<file path="config.mk">
export PLATFORM = sky130hd
export DESIGN_NAME = iir_coeff_loader
export DESIGN_NICKNAME = d
export VERILOG_FILES = /design/src/rtl/iir_pkg.sv /design/src/rtl/iir_coeff_bank.sv /design/src/rtl/iir_coeff_loader.sv
export SDC_FILE = /design/constraint.sdc
export NUM_CORES = 1
export LEC_CHECK = 0
export ABC_CLOCK_PERIOD_IN_PS = 2240
export CAP_MARGIN = 10
export CORE_MARGIN = 4
export CORE_UTILIZATION = 40
export CTS_CLUSTER_DIAMETER = 150
export DETAILED_ROUTE_END_ITERATION = 10
export GPL_ROUTABILITY_DRIVEN = 0
export PLACE_DENSITY = 0.61
export SKIP_LAST_GASP = 1
export SLEW_MARGIN = 30
export SYNTH_ARGS = -nofsm -noshare
export SYNTH_HDL_FRONTEND = slang
export SYNTH_SLANG_ARGS = --single-unit
</file>
<file path="constraint.sdc">
create_clock -name state_clk -period 2.24 [get_ports state_clk]
set_input_delay 0.336 -clock state_clk [delete_from_list [all_inputs] [get_ports state_clk]]
set_output_delay 0.336 -clock state_clk [all_outputs]
set_load 0.1 [all_outputs]
</file>
<file path="src/rtl/iir_pkg.sv">
// Shared types and constants for the IIR coefficient loader: field addresses,
// controller states and the coefficient bank layout.
package iir_pkg;

   localparam int COEF_W = 18;

   localparam logic [3:0] ADDR_B1    = 4'd0;
   localparam logic [3:0] ADDR_B2    = 4'd1;
   localparam logic [3:0] ADDR_B3    = 4'd2;
   localparam logic [3:0] ADDR_B4    = 4'd3;
   localparam logic [3:0] ADDR_B5    = 4'd4;
   localparam logic [3:0] ADDR_A2    = 4'd5;
   localparam logic [3:0] ADDR_A3    = 4'd6;
   localparam logic [3:0] ADDR_A4    = 4'd7;
   localparam logic [3:0] ADDR_A5    = 4'd8;
   localparam logic [3:0] ADDR_SCALE = 4'd9;

   typedef enum logic [1:0] {
      IDLE    = 2'd0,
      PENDING = 2'd1,
      APPLY   = 2'd2
   } state_t;

   typedef struct packed {
      logic signed [COEF_W-1:0] b1;
      logic signed [COEF_W-1:0] b2;
      logic signed [COEF_W-1:0] b3;
      logic signed [COEF_W-1:0] b4;
      logic signed [COEF_W-1:0] b5;
      logic signed [COEF_W-1:0] a2;
      logic signed [COEF_W-1:0] a3;
      logic signed [COEF_W-1:0] a4;
      logic signed [COEF_W-1:0] a5;
      logic [2:0]               scale;
   } coef_bank_t;

   function automatic logic addr_is_valid(input logic [3:0] addr);
      return addr <= ADDR_SCALE;
   endfunction

endpackage

</file>
<file path="src/rtl/iir_coeff_bank.sv">
// Coefficient register bank with a single-word write port and a whole-bank
// parallel-load port; load wins when both are requested.
module iir_coeff_bank
   import iir_pkg::*;
#(
   parameter logic signed [COEF_W-1:0] DEF_B1    = 18'sh10000,
   parameter logic [2:0]               DEF_SCALE = 3'd0
) (
   input  logic                     clk,
   input  logic                     reset,
   input  logic                     wr_en,
   input  logic [3:0]               addr,
   input  logic signed [COEF_W-1:0] data,
   input  logic                     load_en,
   input  coef_bank_t               load_bank,
   output coef_bank_t               bank
);

   always_ff @(posedge clk) begin
      if (reset) begin
         bank       <= '0;
         bank.b1    <= DEF_B1;
         bank.scale <= DEF_SCALE;
      end else if (load_en) begin
         bank <= load_bank;
      end else if (wr_en) begin
         case (addr)
            ADDR_B1:    bank.b1    <= data;
            ADDR_B2:    bank.b2    <= data;
            ADDR_B3:    bank.b3    <= data;
            ADDR_B4:    bank.b4    <= data;
            ADDR_B5:    bank.b5    <= data;
            ADDR_A2:    bank.a2    <= data;
            ADDR_A3:    bank.a3    <= data;
            ADDR_A4:    bank.a4    <= data;
            ADDR_A5:    bank.a5    <= data;
            ADDR_SCALE: bank.scale <= data[2:0];
            default:    ;
         endcase
      end
   end

endmodule

</file>
<file path="src/rtl/iir_coeff_loader.sv">
// Double-buffered IIR coefficient loader: host writes fill a shadow bank and a
// commit copies it to the active bank on the next rising lr_clk.
module iir_coeff_loader
   import iir_pkg::*;
#(
   parameter logic signed [17:0] DEF_B1    = 18'sh10000,
   parameter logic [2:0]         DEF_SCALE = 3'd0
) (
   input  logic        state_clk,
   input  logic        reset,
   input  logic        lr_clk,
   input  logic        wr_valid,
   output logic        wr_ready,
   input  logic [3:0]  wr_addr,
   input  logic [17:0] wr_data,
   input  logic        commit_req,
   output logic        commit_pending,
   output logic        commit_done,
   output logic        wr_err,
   output logic [7:0]  commit_cnt,
   output logic [17:0] b1,
   output logic [17:0] b2,
   output logic [17:0] b3,
   output logic [17:0] b4,
   output logic [17:0] b5,
   output logic [17:0] a2,
   output logic [17:0] a3,
   output logic [17:0] a4,
   output logic [17:0] a5,
   output logic [2:0]  scale
);

   // Host handshake: a word transfers on every state_clk edge where wr_valid
   // and wr_ready are both high; wr_ready depends only on the state register.
   state_t     state;
   state_t     state_next;
   logic       lr_q;
   logic       lr_rise;
   logic       wr_fire;
   logic       applying;
   coef_bank_t shadow;
   coef_bank_t active;

   assign lr_rise  = lr_clk && !lr_q;
   assign wr_fire  = wr_valid && wr_ready;
   assign applying = (state == APPLY);

   always_comb begin
      state_next     = state;
      wr_ready       = 1'b0;
      commit_pending = 1'b0;
      case (state)
         IDLE: begin
            wr_ready = 1'b1;
            if (commit_req) state_next = PENDING;
         end
         PENDING: begin
            commit_pending = 1'b1;
            if (lr_rise) state_next = APPLY;
         end
         APPLY:   state_next = IDLE;
         default: state_next = IDLE;
      endcase
   end

   // commit_done and commit_cnt move on the same edge that loads the active bank.
   always_ff @(posedge state_clk) begin
      if (reset) begin
         state       <= IDLE;
         lr_q        <= 1'b1;
         commit_done <= 1'b0;
         commit_cnt  <= 8'd0;
         wr_err      <= 1'b0;
      end else begin
         state       <= state_next;
         lr_q        <= lr_clk;
         commit_done <= applying;
         if (applying) commit_cnt <= commit_cnt + 8'd1;
         if (wr_fire && !addr_is_valid(wr_addr)) wr_err <= 1'b1;
      end
   end

   iir_coeff_bank #(
      .DEF_B1    (DEF_B1),
      .DEF_SCALE (DEF_SCALE)
   ) u_shadow (
      .clk       (state_clk),
      .reset     (reset),
      .wr_en     (wr_fire),
      .addr      (wr_addr),
      .data      (wr_data),
      .load_en   (1'b0),
      .load_bank ('0),
      .bank      (shadow)
   );

   iir_coeff_bank #(
      .DEF_B1    (DEF_B1),
      .DEF_SCALE (DEF_SCALE)
   ) u_active (
      .clk       (state_clk),
      .reset     (reset),
      .wr_en     (1'b0),
      .addr      (4'd0),
      .data      ('0),
      .load_en   (applying),
      .load_bank (shadow),
      .bank      (active)
   );

   assign b1    = active.b1;
   assign b2    = active.b2;
   assign b3    = active.b3;
   assign b4    = active.b4;
   assign b5    = active.b5;
   assign a2    = active.a2;
   assign a3    = active.a3;
   assign a4    = active.a4;
   assign a5    = active.a5;
   assign scale = active.scale;

endmodule

</file>
==> metrics.md, run 1 <==
| Metric | Value |
|---|---|
| Setup Buffers After CTS | `0` |
| Filler cells | `2886` |
| Max stage delay cell, worst path | `dfxtp_1` |
| Synth top area cells | `dfxtp_1 54%, mux2i_1 13%, nand2_1 9.9%` |
| Boundary Pins | `204` |
| Status | `completed` |
| Fmax | `506 MHz` |
| Worst Path Required | `1.90 ns` |
| Hold Path End | `u_active.bank[27]` |
| H-tree levels | `2` |
| Max Cap Viol | `0` |
| Ys Warns | `0` |
| Rows | `64` |
| Clk Latency, worst-skew pair | `0.51 ns` |
| Worst slew pin tran | `0.549 ns` |
| Vias per cell | `4.82` |
| Worst Setup Start Kind | `flip-flop` |
| Cell-by-cell trace of the critical path | `nor2b_1, buf_4` |
| Post-Place Worst Slack | `0.0687 ns` |
| Vias in the first global route | `9058` |
| Synth Net Count | `1394` |
| Cell count after synthesis | `1366` |
| Diode count | `0` |
| CTS root buffer | `clkbuf_16` |
| Synthesized flop and latch total | `343` |
| Post-synth top cells | `343 x dfxtp_1, 334 x nand2_1, 183 x nand2b_1` |
| Bufs on Longest Clock Path | `3` |
| Worst hold start | `reset` |
| Setup-failing EPs final | `0` |
| Post-cts hold buffer count | `0` |
| Placed insts | `1898` |
| DRC | `0` |
| Synth cell types | `34` |
| Sink Count | `343` |
| Hold WC Path Type | `input pin to flip-flop` |
| Post-synth ARST share | `0%` |
| Final hold slack | `0.281 ns` |
| Largest net degree at the start of global routing | `105` |
| DIE WIDTH | `186 um` |
| Crit share post-route | `88.2%` |
| DP Wirelength | `21.3 mm` |
| Die Y | `186 um` |
| Mean routed wirelength per cell | `17.2 um` |
| Worst path max stage delay | `0.61 ns` |
| PwrDens | `801 nW/um^2` |
| Gr usage total | `19.2%` |
| Resize count post-CTS | `0` |
| Unrepaired setup endpoints after global routing | `false` |
| Dominant cell by count in the synthesized netlist | `dfxtp_1` |
| Port bufs | `203` |
| RR Endpoint | `u_shadow.bank[152]` |
| CP endpoint kind | `output pin` |
| Sequential-to-total area share from yosys stat | `54.4%` |
| DRT iter0 DRCs | `533` |
| First-pass GRT wire length | `52.0 mm` |
| Final hold vios | `0` |
| Clk_skew | `0.0110 ns` |
| Antenna Nets Post-Route | `0` |
| Worst hold path cell count | `2` |
| Post-synth top area share | `54.4%` |
| Register-to-register setup slack | `0.35 ns` |
| Initial core utilization | `41.0%` |
| Max-slew violations | `0` |
| Total length of routed wires | `33.8 mm` |
| Fin crit period | `1.97 ns` |
| Max VDD drop | `581 uV` |
| Worst relative slew slack | `63.4%` |
| Area added between synthesis and finish | `26.7%` |
| Grt ovf | `0` |
| Setup ws final | `0.265 ns` |
| Initial antenna violation count | `1` |
| Syn avg cell area | `9.24 um^2` |
| Synth Flop Type | `dfxtp_1` |
| Via count | `9482` |
| Die area | `34500 um^2` |
| CTS Buf Count | `38` |
| Non-filler instance count after layout | `1966` |
| CP arrival | `1.64 ns` |
| Layout cell share with drive strength beyond 1 | `18.9%` |
| Post-synth top area cell | `dfxtp_1` |
| Pleak | `6.88 nW` |
| Cells on worst reg2reg path | `4` |
| Number of synthesized flops with an enable pin | `0` |
| Max FO, Critical Path | `11` |
| Post-Syn Area | `12600 um^2` |
| Reg-to-Reg Start | `state[1]` |
| Clk slew on worst S/H paths | `0.06 ns` |
| Final TNS setup | `0 ns` |
| Nets | `1570` |
| Core area | `30800 um^2` |
| CTS tree | `built` |
| Setup Crit Path Kind | `flip-flop to output pin` |
| DR pass1 iterations | `5` |
-- through the flow --
stage | total power [mW] | utilization [%] | instance area (um^2)
finish | 12.8 | 51.9 | 16000
global placement | 6.81 | 47.8 | 14700
CTS | 13.0 | 51.9 | 16000
detailed placement | 6.81 | 47.8 | 14700
global route | 13.3 | 51.9 | 16000
floorplan | 6.59 | - | 12600
-- layer usage --
metal,vias up,track usage [%],wire length [um]
met5,-,0,15
met4,2,4.26,634
met3,49,4.08,1680
met2,199,31.4,15700
met1,4440,26.3,15800
li1,4792,-,-
-- registers in the layout (all words and copies together), names as in the netlist --
name / flops
u_shadow.bank: 165
commit_done: 1
state: 2
wr_err: 1
lr_q: 1
u_active.bank: 165
commit_cnt: 8
-- report_power, final --
group          total [mW]  switching, mW  internal [mW]
sequential           6.16         0.0239           6.14
combinational       0.510          0.318          0.192
clock                6.14           2.43           3.71
total                12.8           2.78           10.0
-- worst max-delay path by stage --
stage / startpoint / to / slack, ns
global route: state[0] / commit_pending / 0.18
detailed placement: wr_addr[1] / u_shadow.bank[152] / 0.07
global placement: wr_addr[1] / u_shadow.bank[148] / 0.11
CTS: state[0] / commit_pending / 0.25
floorplan: state[0] / wr_err / 0.0009
finish: state[0] / commit_pending / 0.27
-- kinds of logic (layout without fill, tap and decap cells) --
logic type	after synthesis	count (layout)	synth area share (%)
adders and majority gates	1	1	0.0991
DFF	343	343	54.4
and+or+nand+nor	561	561	21.2
buffers and inverters	117	321	3.94
muxes	166	166	13.2
AOI/OAI and AO/OA	176	176	7.08
xor gates and xnor gates	2	2	0.139
-- placed cells by master (no fill, tap or decap), drive strengths merged, types with 9 or more instances in the layout --
master	n
clkdlybuf4s50	25
nand2b	183
dfxtp	343
a21oi	169
nand2	338
clkinv	9
nor2	9
mux2i	164
buf	224
clkbuf	55
-- area by class of cell --
class,instances,area [um^2],share of cell area (%)
Multi-Input combinational cell,906,5280,33.0
Sequential cell,343,6870,42.9
Timing Repair Buffer,249,2090,13.1
Clock buffer,55,1160,7.24
Clock inverter,13,97.6,0.610
Tap cell,396,495,3.10
Inverter,4,15.0,0.0938
-- critical path: cells and delay by family (launching register included) --
family | cells | cell delay [ns]
simple gates | 1 | 0.20
flops | 1 | 0.61
buf+inv | 1 | 0.30
(Power assumes the default switching activity.)
==> run 2: changes to the inputs <==
- ABC_AREA: unset -> 0
==> results of run 2 <==
Final layout, timing and power as in run 1 (identical DEF).
